<file path="config.mk">
export PLATFORM = sky130hd
export DESIGN_NAME = sort_cpu
export DESIGN_NICKNAME = d
export VERILOG_FILES = /design/src/rtl/sort_cpu.sv
export SDC_FILE = /design/constraint.sdc
export NUM_CORES = 2
export LEC_CHECK = 0
export CORE_MARGIN = 5
export CORE_UTILIZATION = 38
export CTS_CLUSTER_SIZE = 10
export DETAILED_ROUTE_END_ITERATION = 7
export PLACE_DENSITY = 0.5
export SLEW_MARGIN = 20
export SYNTH_ARGS = -nofsm -noshare
export SYNTH_HDL_FRONTEND = slang
export SYNTH_SLANG_ARGS = --single-unit
</file>
<file path="constraint.sdc">
create_clock -name clk -period 44.9 [get_ports clk]
set_input_delay 13.47 -clock clk [delete_from_list [all_inputs] [get_ports clk]]
set_output_delay 13.47 -clock clk [all_outputs]
set_load 0.05 [all_outputs]
</file>
<file path="src/rtl/sort_cpu.sv">
// Single-cycle MIPS-subset CPU whose ROM bubble-sorts data words 0..7, with a 4-digit hex display.
// Latency: one instruction per clk_enable tick while enabled; RAM writes reach the display one clk later.
// Backpressure: none; center_button_enable_sort gates execution, and the halt loop freezes PC and memory.
// Ports: clk, reset (async, high) | left_button_display_data (index step), center_button_enable_sort (run)
//        instruction_counter (PC), finished_sort, clk_enable | DisplaySeg/DisplayAnode (active-low, multiplexed)
module sort_cpu #(
   parameter int CLK_DIV     = 4,
   parameter int REFRESH_DIV = 16
) (
   input  logic       clk,
   input  logic       reset,
   input  logic       left_button_display_data,
   input  logic       center_button_enable_sort,
   output logic [7:0] instruction_counter,
   output logic       finished_sort,
   output logic       clk_enable,
   output logic [6:0] DisplaySeg,
   output logic [3:0] DisplayAnode
);
   localparam int DW = (CLK_DIV > 1) ? $clog2(CLK_DIV) : 1;
   localparam int RW = (REFRESH_DIV > 1) ? $clog2(REFRESH_DIV) : 1;

   localparam logic [5:0] OP_R = 6'h00, OP_J = 6'h02, OP_BEQ = 6'h04, OP_BNE = 6'h05,
                          OP_ADDI = 6'h08, OP_LW = 6'h23, OP_SW = 6'h2b;
   localparam logic [5:0] FN_ADD = 6'h20, FN_SUB = 6'h22, FN_AND = 6'h24, FN_OR = 6'h25,
                          FN_SLT = 6'h2a;

   function automatic logic [31:0] r_op(input logic [4:0] rd, input logic [4:0] rs,
                                        input logic [4:0] rt, input logic [5:0] fn);
      return {OP_R, rs, rt, rd, 5'd0, fn};
   endfunction

   function automatic logic [31:0] i_op(input logic [5:0] op, input logic [4:0] rt,
                                        input logic [4:0] rs, input logic [15:0] imm);
      return {op, rs, rt, imm};
   endfunction

   function automatic logic [31:0] init_word(input logic [3:0] idx);
      case (idx)
         4'd0: return 32'd23;
         4'd1: return 32'd7;
         4'd2: return 32'd42;
         4'd3: return 32'd5;
         4'd4: return 32'd18;
         4'd5: return 32'd99;
         4'd6: return 32'd1;
         4'd7: return 32'd64;
         default: return 32'd0;
      endcase
   endfunction

   function automatic logic [6:0] hex_glyph(input logic [3:0] n);  // active-high, bit0 = a
      case (n)
         4'h0: return 7'h3F;  4'h1: return 7'h06;  4'h2: return 7'h5B;  4'h3: return 7'h4F;
         4'h4: return 7'h66;  4'h5: return 7'h6D;  4'h6: return 7'h7D;  4'h7: return 7'h07;
         4'h8: return 7'h7F;  4'h9: return 7'h6F;  4'hA: return 7'h77;  4'hB: return 7'h7C;
         4'hC: return 7'h39;  4'hD: return 7'h5E;  4'hE: return 7'h79;  default: return 7'h71;
      endcase
   endfunction

   logic [DW-1:0] div_cnt;
   logic [7:0]    pc, pc_next;
   logic [31:0]   regs [32];
   logic [31:0]   ram  [16];
   logic [31:0]   instr;
   logic          exec;

   // Program: r6 = 0x80000000 bias (0xFFFF8000 doubled 16 times), then bubble sort.
   // Adding the bias to both operands flips their MSBs so signed slt acts as an unsigned compare.
   always_comb begin
      case (pc[5:0])
         6'd0:  instr = i_op(OP_ADDI, 5'd6, 5'd0, 16'h8000);
         6'd1:  instr = i_op(OP_ADDI, 5'd7, 5'd0, 16'd16);
         6'd2:  instr = r_op(5'd6, 5'd6, 5'd6, FN_ADD);           // bias loop
         6'd3:  instr = i_op(OP_ADDI, 5'd7, 5'd7, 16'hFFFF);
         6'd4:  instr = i_op(OP_BNE, 5'd0, 5'd7, 16'hFFFD);       // -> 2
         6'd5:  instr = i_op(OP_ADDI, 5'd1, 5'd0, 16'd7);         // r1 = compares this pass
         6'd6:  instr = i_op(OP_ADDI, 5'd2, 5'd0, 16'd0);         // outer: r2 = byte pointer
         6'd7:  instr = i_op(OP_ADDI, 5'd3, 5'd1, 16'd0);         // r3 = inner count
         6'd8:  instr = i_op(OP_LW, 5'd4, 5'd2, 16'd0);           // inner
         6'd9:  instr = i_op(OP_LW, 5'd5, 5'd2, 16'd4);
         6'd10: instr = r_op(5'd8, 5'd4, 5'd6, FN_ADD);
         6'd11: instr = r_op(5'd9, 5'd5, 5'd6, FN_ADD);
         6'd12: instr = r_op(5'd10, 5'd9, 5'd8, FN_SLT);          // next < current ?
         6'd13: instr = i_op(OP_BEQ, 5'd0, 5'd10, 16'd2);         // -> 16
         6'd14: instr = i_op(OP_SW, 5'd5, 5'd2, 16'd0);
         6'd15: instr = i_op(OP_SW, 5'd4, 5'd2, 16'd4);
         6'd16: instr = i_op(OP_ADDI, 5'd2, 5'd2, 16'd4);
         6'd17: instr = i_op(OP_ADDI, 5'd3, 5'd3, 16'hFFFF);
         6'd18: instr = i_op(OP_BNE, 5'd0, 5'd3, 16'hFFF5);       // -> 8
         6'd19: instr = i_op(OP_ADDI, 5'd1, 5'd1, 16'hFFFF);
         6'd20: instr = i_op(OP_BNE, 5'd0, 5'd1, 16'hFFF1);       // -> 6
         6'd21: instr = {OP_J, 26'd21};                           // halt
         default: instr = 32'd0;                                  // unimplemented: no-op
      endcase
   end

   logic [5:0]  op, funct;
   logic [4:0]  rs, rt, rd;
   logic [31:0] rs_val, rt_val, simm, addr_sum, wr_dat;
   logic [4:0]  wr_addr;
   logic        reg_we, mem_we;
   logic        unused_bits;

   assign op          = instr[31:26];
   assign rs          = instr[25:21];
   assign rt          = instr[20:16];
   assign rd          = instr[15:11];
   assign funct       = instr[5:0];
   assign simm        = {{16{instr[15]}}, instr[15:0]};
   assign rs_val      = (rs == 5'd0) ? 32'd0 : regs[rs];
   assign rt_val      = (rt == 5'd0) ? 32'd0 : regs[rt];
   assign addr_sum    = rs_val + simm;
   assign unused_bits = &{1'b0, instr[10:6]};

   always_comb begin
      pc_next = pc + 8'd1;
      reg_we  = 1'b0;
      mem_we  = 1'b0;
      wr_addr = rt;
      wr_dat  = addr_sum;
      case (op)
         OP_R: begin
            wr_addr = rd;
            reg_we  = 1'b1;
            case (funct)
               FN_ADD:  wr_dat = rs_val + rt_val;
               FN_SUB:  wr_dat = rs_val - rt_val;
               FN_AND:  wr_dat = rs_val & rt_val;
               FN_OR:   wr_dat = rs_val | rt_val;
               FN_SLT:  wr_dat = {31'd0, $signed(rs_val) < $signed(rt_val)};
               default: reg_we = 1'b0;
            endcase
         end
         OP_ADDI: reg_we = 1'b1;
         OP_LW: begin
            reg_we = 1'b1;
            wr_dat = ram[addr_sum[5:2]];
         end
         OP_SW:   mem_we = 1'b1;
         OP_BEQ:  if (rs_val == rt_val) pc_next = pc + 8'd1 + simm[7:0];
         OP_BNE:  if (rs_val != rt_val) pc_next = pc + 8'd1 + simm[7:0];
         OP_J:    pc_next = {2'b00, instr[5:0]};
         default: ;
      endcase
   end

   assign clk_enable          = (div_cnt == DW'(CLK_DIV - 1));
   assign exec                = clk_enable & center_button_enable_sort;
   assign finished_sort       = (op == OP_J) && ({2'b00, instr[5:0]} == pc);
   assign instruction_counter = pc;

   always_ff @(posedge clk or posedge reset) begin
      if (reset) div_cnt <= '0;
      else       div_cnt <= clk_enable ? '0 : div_cnt + DW'(1);
   end

   always_ff @(posedge clk or posedge reset) begin
      if (reset) begin
         pc <= 8'd0;
         for (int i = 0; i < 32; i++) regs[i] <= 32'd0;
         for (int i = 0; i < 16; i++) ram[i] <= init_word(i[3:0]);
      end else if (exec) begin
         pc <= pc_next;
         if (reg_we && (wr_addr != 5'd0)) regs[wr_addr] <= wr_dat;
         if (mem_we) ram[addr_sum[5:2]] <= rt_val;
      end
   end

   // Display: two-flop synchroniser plus one delay flop for rising-edge detection.
   logic [2:0]    btn_sync;
   logic [2:0]    disp_idx;
   logic [RW-1:0] refresh_cnt;
   logic [1:0]    digit_sel;
   logic [7:0]    disp_byte;
   logic [3:0]    nib;
   logic          blank;

   always_ff @(posedge clk or posedge reset) begin
      if (reset) begin
         btn_sync    <= 3'd0;
         disp_idx    <= 3'd0;
         refresh_cnt <= '0;
         digit_sel   <= 2'd0;
      end else begin
         btn_sync <= {btn_sync[1:0], left_button_display_data};
         if (btn_sync[1] && !btn_sync[2]) disp_idx <= disp_idx + 3'd1;
         if (refresh_cnt == RW'(REFRESH_DIV - 1)) begin
            refresh_cnt <= '0;
            digit_sel   <= digit_sel + 2'd1;
         end else begin
            refresh_cnt <= refresh_cnt + RW'(1);
         end
      end
   end

   assign disp_byte = ram[{1'b0, disp_idx}][7:0];

   always_comb begin
      nib   = 4'h0;
      blank = 1'b0;
      case (digit_sel)
         2'd0:    nib   = disp_byte[3:0];
         2'd1:    nib   = disp_byte[7:4];
         2'd2:    blank = 1'b1;
         default: nib   = {1'b0, disp_idx};
      endcase
   end

   assign DisplaySeg   = blank ? 7'h7F : ~hex_glyph(nib);
   assign DisplayAnode = ~(4'b0001 << digit_sel);

endmodule

</file>
Word level (Yosys, flattened, before mapping):

Memory sizes are Yosys's and may differ from the RTL's.
Index checks and enable logic that the tools add are counted.
Widths: inputs -> output; s select.

* $add $sub $neg: 9
* magnitude comparators: 8
* equality and inequality tests: 18
* shift operators: 1
* muxes and demuxes: 35
* bitwise gates (word level): 10
* reduce and logical (&&, ||, !) cells: 15

Operator list (count)
* $bwmux 1024: 1
* $bwmux 512: 1
* $mux 32: 11
* $bmux 32 s5: 2
* $bmux 32 s4: 2
* $demux 32 s5: 1
* $pmux 32 s5: 1
* $demux 32 s4: 1
* $add 32x32->32: 2
* $pmux 32 s2: 1
* $eq 6x6->1 const B: 7
* $and 32x32->32: 1
* $eq 32x32->1: 1
* $lt 32x32->1: 1
* $mux 8: 4
* $ne 32x32->1: 1
* $or 32x32->32: 1
* $sub 32x32->32: 1
* $pmux 8 s3: 1
* $ge 6x6->1 const B: 3
* $not 5->6: 3
* $eq 6x3->1 const B: 2
* $pmux 4 s3: 1
* $ge 5x5->1 const B: 2
* other kinds (34): 44

* register bits: 1558
* ROM bits: 1040
* bits of input ports: 4
* output and inout port bits: 21
* logic and storage cells: 152
* memories kept: 2

Memory list
* (name not given): words 32, bits a word 29, rd ports 1, clocked after Yosys merged registers in 0, write ports 0, RTL line 71 `case (pc[5:0])`
* (name not given): words 16, bits a word 7, rd ports 1, clocked after Yosys merged registers in 0, write ports 0, RTL line 53 `case (n)`

Depth between registers and ports, before layout:

An unclocked memory read counts as a cell.

* depth after elaboration: 14
* gate-level depth with buffers: 35
* mapped depth without buffers: 27

Worst setup path after synthesis:

OpenSTA, ideal clock, no wires.

* path type: register -> output
* start: reg disp_idx[0]
* end: out DisplaySeg[2]
* arrival: 4504 ps
* data required time: 31430 ps
* setup slack: 26926 ps
* cell stages (with the launch flop): 11
* cell sequence: dfrtp_1 clkbuf_1 buf_1 mux4_2 mux2i_1 o22ai_1 nor2_1 a21o_1 inv_1 ha_1 o311ai_0

* cells in the longest elaborated chain, start to end: 8

Ends and longest elaborated chain
* start, declared: RTL line 172 `logic [2:0] disp_idx;`
* start signal, assigned: RTL line 187 `if (btn_sync[1] && !btn_sync[2]) disp_idx <= disp_idx + 3'd1;`
* $not 3->5 (not written as such): RTL line 197 `assign disp_byte = ram[{1'b0, disp_idx}][7:0];`
* $bmux 32 s4: RTL line 197
* $mux 8 (not written as such) (2 in a row): RTL line 197
* $pmux 4 s3 *: RTL line 202 `case (digit_sel)`
* $mem_v2 16x7 *
* $not 7->7 *: RTL line 210 `assign DisplaySeg = blank ? 7'h7F : ~hex_glyph(nib);`
* $mux 7 *: RTL line 210
* end, declared: RTL line 17 `output logic [6:0] DisplaySeg,`

Mark *: on every way between the ends. The rest lies on a longest branch, timed or not. The select of a mux whose other input is x is not followed.

Final worst setup path:

* start: reg disp_idx[1]
* end: out DisplaySeg[0]

The elaborated chain is that of the path after synthesis.

==> impl_metrics.toml <==
[synth]
synth_cells = 6051
seq_area_frac_synth_pct = 43.0
synth_fa_ha_area_share_pct = 3.57
synthXorXnorAreaFrac_pct = 1.01
synth-async-reset-ratio_pct = 100
ys_warn_count = 0
synth_cell_type_count = 104
ys.flop_type = "dfrtp_1"
synth_area_um2 = 59000
synth_compound_area_share_pct = 12.9
synth_edf_count = 0
yosys_register_bits = 1014
synth_simple_gate_area_share_pct = 14.7
syn_area_per_cell_um2 = 9.75
synth.net_count = 6221
post-synth-top-area-fraction_pct = 42.1
synth_top_family_by_area = "multiplexers"
synthMuxAreaShare_pct = 20.6
yosys.area.top_type = "dfrtp_1"
synth_area_leaders = "dfrtp_1 42%, mux2_2 13%, nand2_1 7.9%"

[grt]
antenna_found_initial = 3
grtUsageTotal_pct = 25.4
overflow = 0
grt_pass1_wl_um = 315000
first_global_vias = 47400
grt_max_degree = 159

[worst_setup_path]
rr_worst_depth = 21
required_ns = 31.43
cpPeakStageDelay_ns = 0.94
crit_path_start = "disp_idx[1]"
crit_end = "DisplaySeg[0]"
r2r-end = "regs[736]"
worst-path-max-fanout = 19
rrSetupSlack_ns = 34.33
r2r_start = "instruction_counter[0]"
cp_top_family = "compound AO/OA/AOI/OAI gates"
critPathSlowestCell = "dfrtp_1"
start_kind = "flip-flop"
path_cells = "mux4_2 > a221oi_1 > nor2_1 > a21oi_1 > mux2_2 > o21ai_0 > nand2_1 > clkdlybuf4s50_1"
crit_path_end_kind = "output pin"
path_buf_inv = 1
cp.arrival_ns = 4.61
crit_type = "reg2out"
path_depth = 8

[drt]
vias = 47600
antenna_left = 0
post_drt_wl_per_cell_um = 26.2
drc = 0
wirelength_um = 210000
via_per_inst = 5.93
drt-initial-drc-count = 4520
drt-pass1-iter-count = 5

[clock_tree]
h-tree-depth = 3
post_cts_buffers = 0
clock_latency_ns = 0.77
cts.sinks = 1014
cts_hold_buf = 0
cts_root_buf = "clkbuf_16"
cts_buffer_depth = 3
cts_tree = "yes"
cts_buffers = 118
post_cts_resized = 0
clk_pin_slew_ns = 0.06

[layout]
nets = 6067
design_area_um2 = 65400
fin_cells = 8015
area_growth_pct = 10.8
layout-drive-gt1-share_pct = 22.5

[run]
drv_cap = 0

[placed_design]
port-buffer-count = 24
post_dp_cell_area_um2 = 61900
dp.cells = 7819
place_congestion = 0.950
dp_hpwl_um = 130000
pre_cts_ws_ns = 27.59

[status]
status = "finished clean"

[sta]
slew_viol_final = 0
setup_viol = 0
finalSetupTns_ns = 0
worstMarginPinSlew_ns = 1.25
rsz0062_at_grt = "no"
finalWorstSetupSlack_ns = 26.82
skew_ns = 0.0530
relSlewSlack_pct = 16.1
finalHoldViolCount = 0
fmax_ghz = 0.0553
fin_crit_sh_pct = 40.3
period_needed_ns = 18.08

[die]
core-area_um2 = 154000
io_pins = 25
dieArea_um2 = 163000
placementRows = 144
die_h_um = 404
start_util_pct = 38.3
dieWidth_um = 404

[pwr]
p_leak_uw = 0.0286
ir_worst_vdd_mv = 0.0344
power_density_nw_per_um2 = 41.8

[min_path]
hold_depth = 0
hold_class = "reg2reg"
## worst reg2reg max path, stage by stage, from the launching register on
cell and delay, ns:
dfrtp_1 0.55, inv_1 0.27, ha_1 0.35, nand2_1 0.34
a311oi_2 0.85, nand2_8 0.50, nor2_4 0.82, buf_4 0.47
a21oi_1 0.13, a21oi_1 0.17, nand2_1 0.08, o21ai_1 0.63
inv_1 0.29, fa_1 0.63, xnor2_2 0.21, buf_4 0.62
buf_4 0.61, mux4_2 0.62, mux4_2 0.56, a21oi_1 0.87
a31oi_1 0.46, mux2_2 0.41
## final cells by class
cell class / count / area (um2)
timing repair buffer: 211 / 1710
clock buffer: 170 / 3240
inverter: 149 / 567
sequential: 1014 / 25400
antenna: 6 / 15.0
multi-input combinational: 4403 / 31700
fill: 15000 / 88900
tap: 2044 / 2560
clock inverter: 18 / 190
## how the worst min path moves through the flow
stage                   to  slack, ns   startpoint
6_report       btn_sync[1]       0.36  btn_sync[0]
5_1_grt        btn_sync[1]       0.38  btn_sync[0]
4_1_cts        btn_sync[1]       0.36  btn_sync[0]
3_5_place_dp   btn_sync[1]       0.34  btn_sync[0]
3_3_place_gp   btn_sync[1]       0.34  btn_sync[0]
2_1_floorplan  btn_sync[1]       0.33  btn_sync[0]
## metal layers
layer	GRT usage, %	wire length [um]	share of wire, %	up-vias
met5	0	0	0	-
met4	7.92	7160	3.4	0
met3	4.27	14100	6.7	391
met2	41.4	97800	47	1719
met1	34.7	90900	43	24200
li1	-	-	-	21200
## registers in the layout, indices dropped and copies added, names as in the netlist
register,flops
btn_sync,3
digit_sel,2
disp_idx,3
div_cnt,2
instruction_counter,8
ram,512
refresh_cnt,4
regs,480
## where the power goes
part / switching (uW) / internal [uW]
combinational: 651 / 265
clock: 393 / 495
sequential: 8.38 / 919
## cell usage in the layout, fill, tap and decap left out, drive strengths merged, types with 21 or more instances in the layout
cell,count
nand2,1247
dfrtp,994
mux2,670
o21ai,393
a21oi,353
nand3,328
nor2,238
buf,186
mux4,177
clkbuf,171
ha,162
inv,149
a31oi,123
and3,73
mux2i,62
xnor2,49
o22ai,44
nor3,43
a311oi,39
a21o,31
o221ai,25
o211ai,25
clkdlybuf4s50,24
a221oi,24
nand2b,21
## cells by family (layout without fill, tap and decap cells)
logic type | Yosys count | in the layout
mux | 909 | 909
other cells | 0 | 6
flops | 1014 | 1014
xor+xnor | 68 | 68
fa+ha+maj | 166 | 166
buf+inv | 634 | 548
compound gates | 1228 | 1228
simple gates | 2032 | 2032
## cells in the mapped netlist, types with 7 or more instances
| master | n |
|---|---|
| nand2_1 | 1245 |
| dfrtp_1 | 994 |
| mux2_2 | 670 |
| clkbuf_1 | 398 |
| o21ai_0 | 364 |
| a21oi_1 | 351 |
| nand3_1 | 327 |
| nor2_1 | 238 |
| mux4_2 | 177 |
| ha_1 | 162 |
| inv_1 | 143 |
| a31oi_1 | 123 |
| and3_1 | 73 |
| mux2i_1 | 59 |
| xnor2_1 | 49 |
| o22ai_1 | 42 |
| buf_1 | 39 |
| nor3_1 | 39 |
| a311oi_1 | 38 |
| buf_2 | 35 |
| a21o_1 | 31 |
| o221ai_1 | 25 |
| a221oi_1 | 23 |
| o21ai_1 | 23 |
| o211ai_1 | 22 |
| nand2b_1 | 21 |
| a211oi_1 | 20 |
| dfstp_2 | 20 |
| a221o_1 | 19 |
| xor2_1 | 19 |
| and2_1 | 18 |
| o21bai_1 | 17 |
| nor2b_1 | 14 |
| o21a_1 | 14 |
| a22oi_1 | 12 |
| or2_2 | 9 |
| buf_4 | 8 |
| nor4_1 | 8 |
| o31ai_1 | 8 |
| a311o_1 | 7 |
| nand4_1 | 7 |
## metrics by stage
step                      power [uW]  utilization [%]  hold slack [ns]
after global routing            2850             42.4            0.380
after global placement          1850             40.1            0.343
final                           2730             42.4            0.363
after floorplan                 1530                -            0.331
after CTS                       2740             42.4            0.361
after detailed placement        1850             40.1            0.337
No activity file was read; power rests on OpenSTA's default activity.
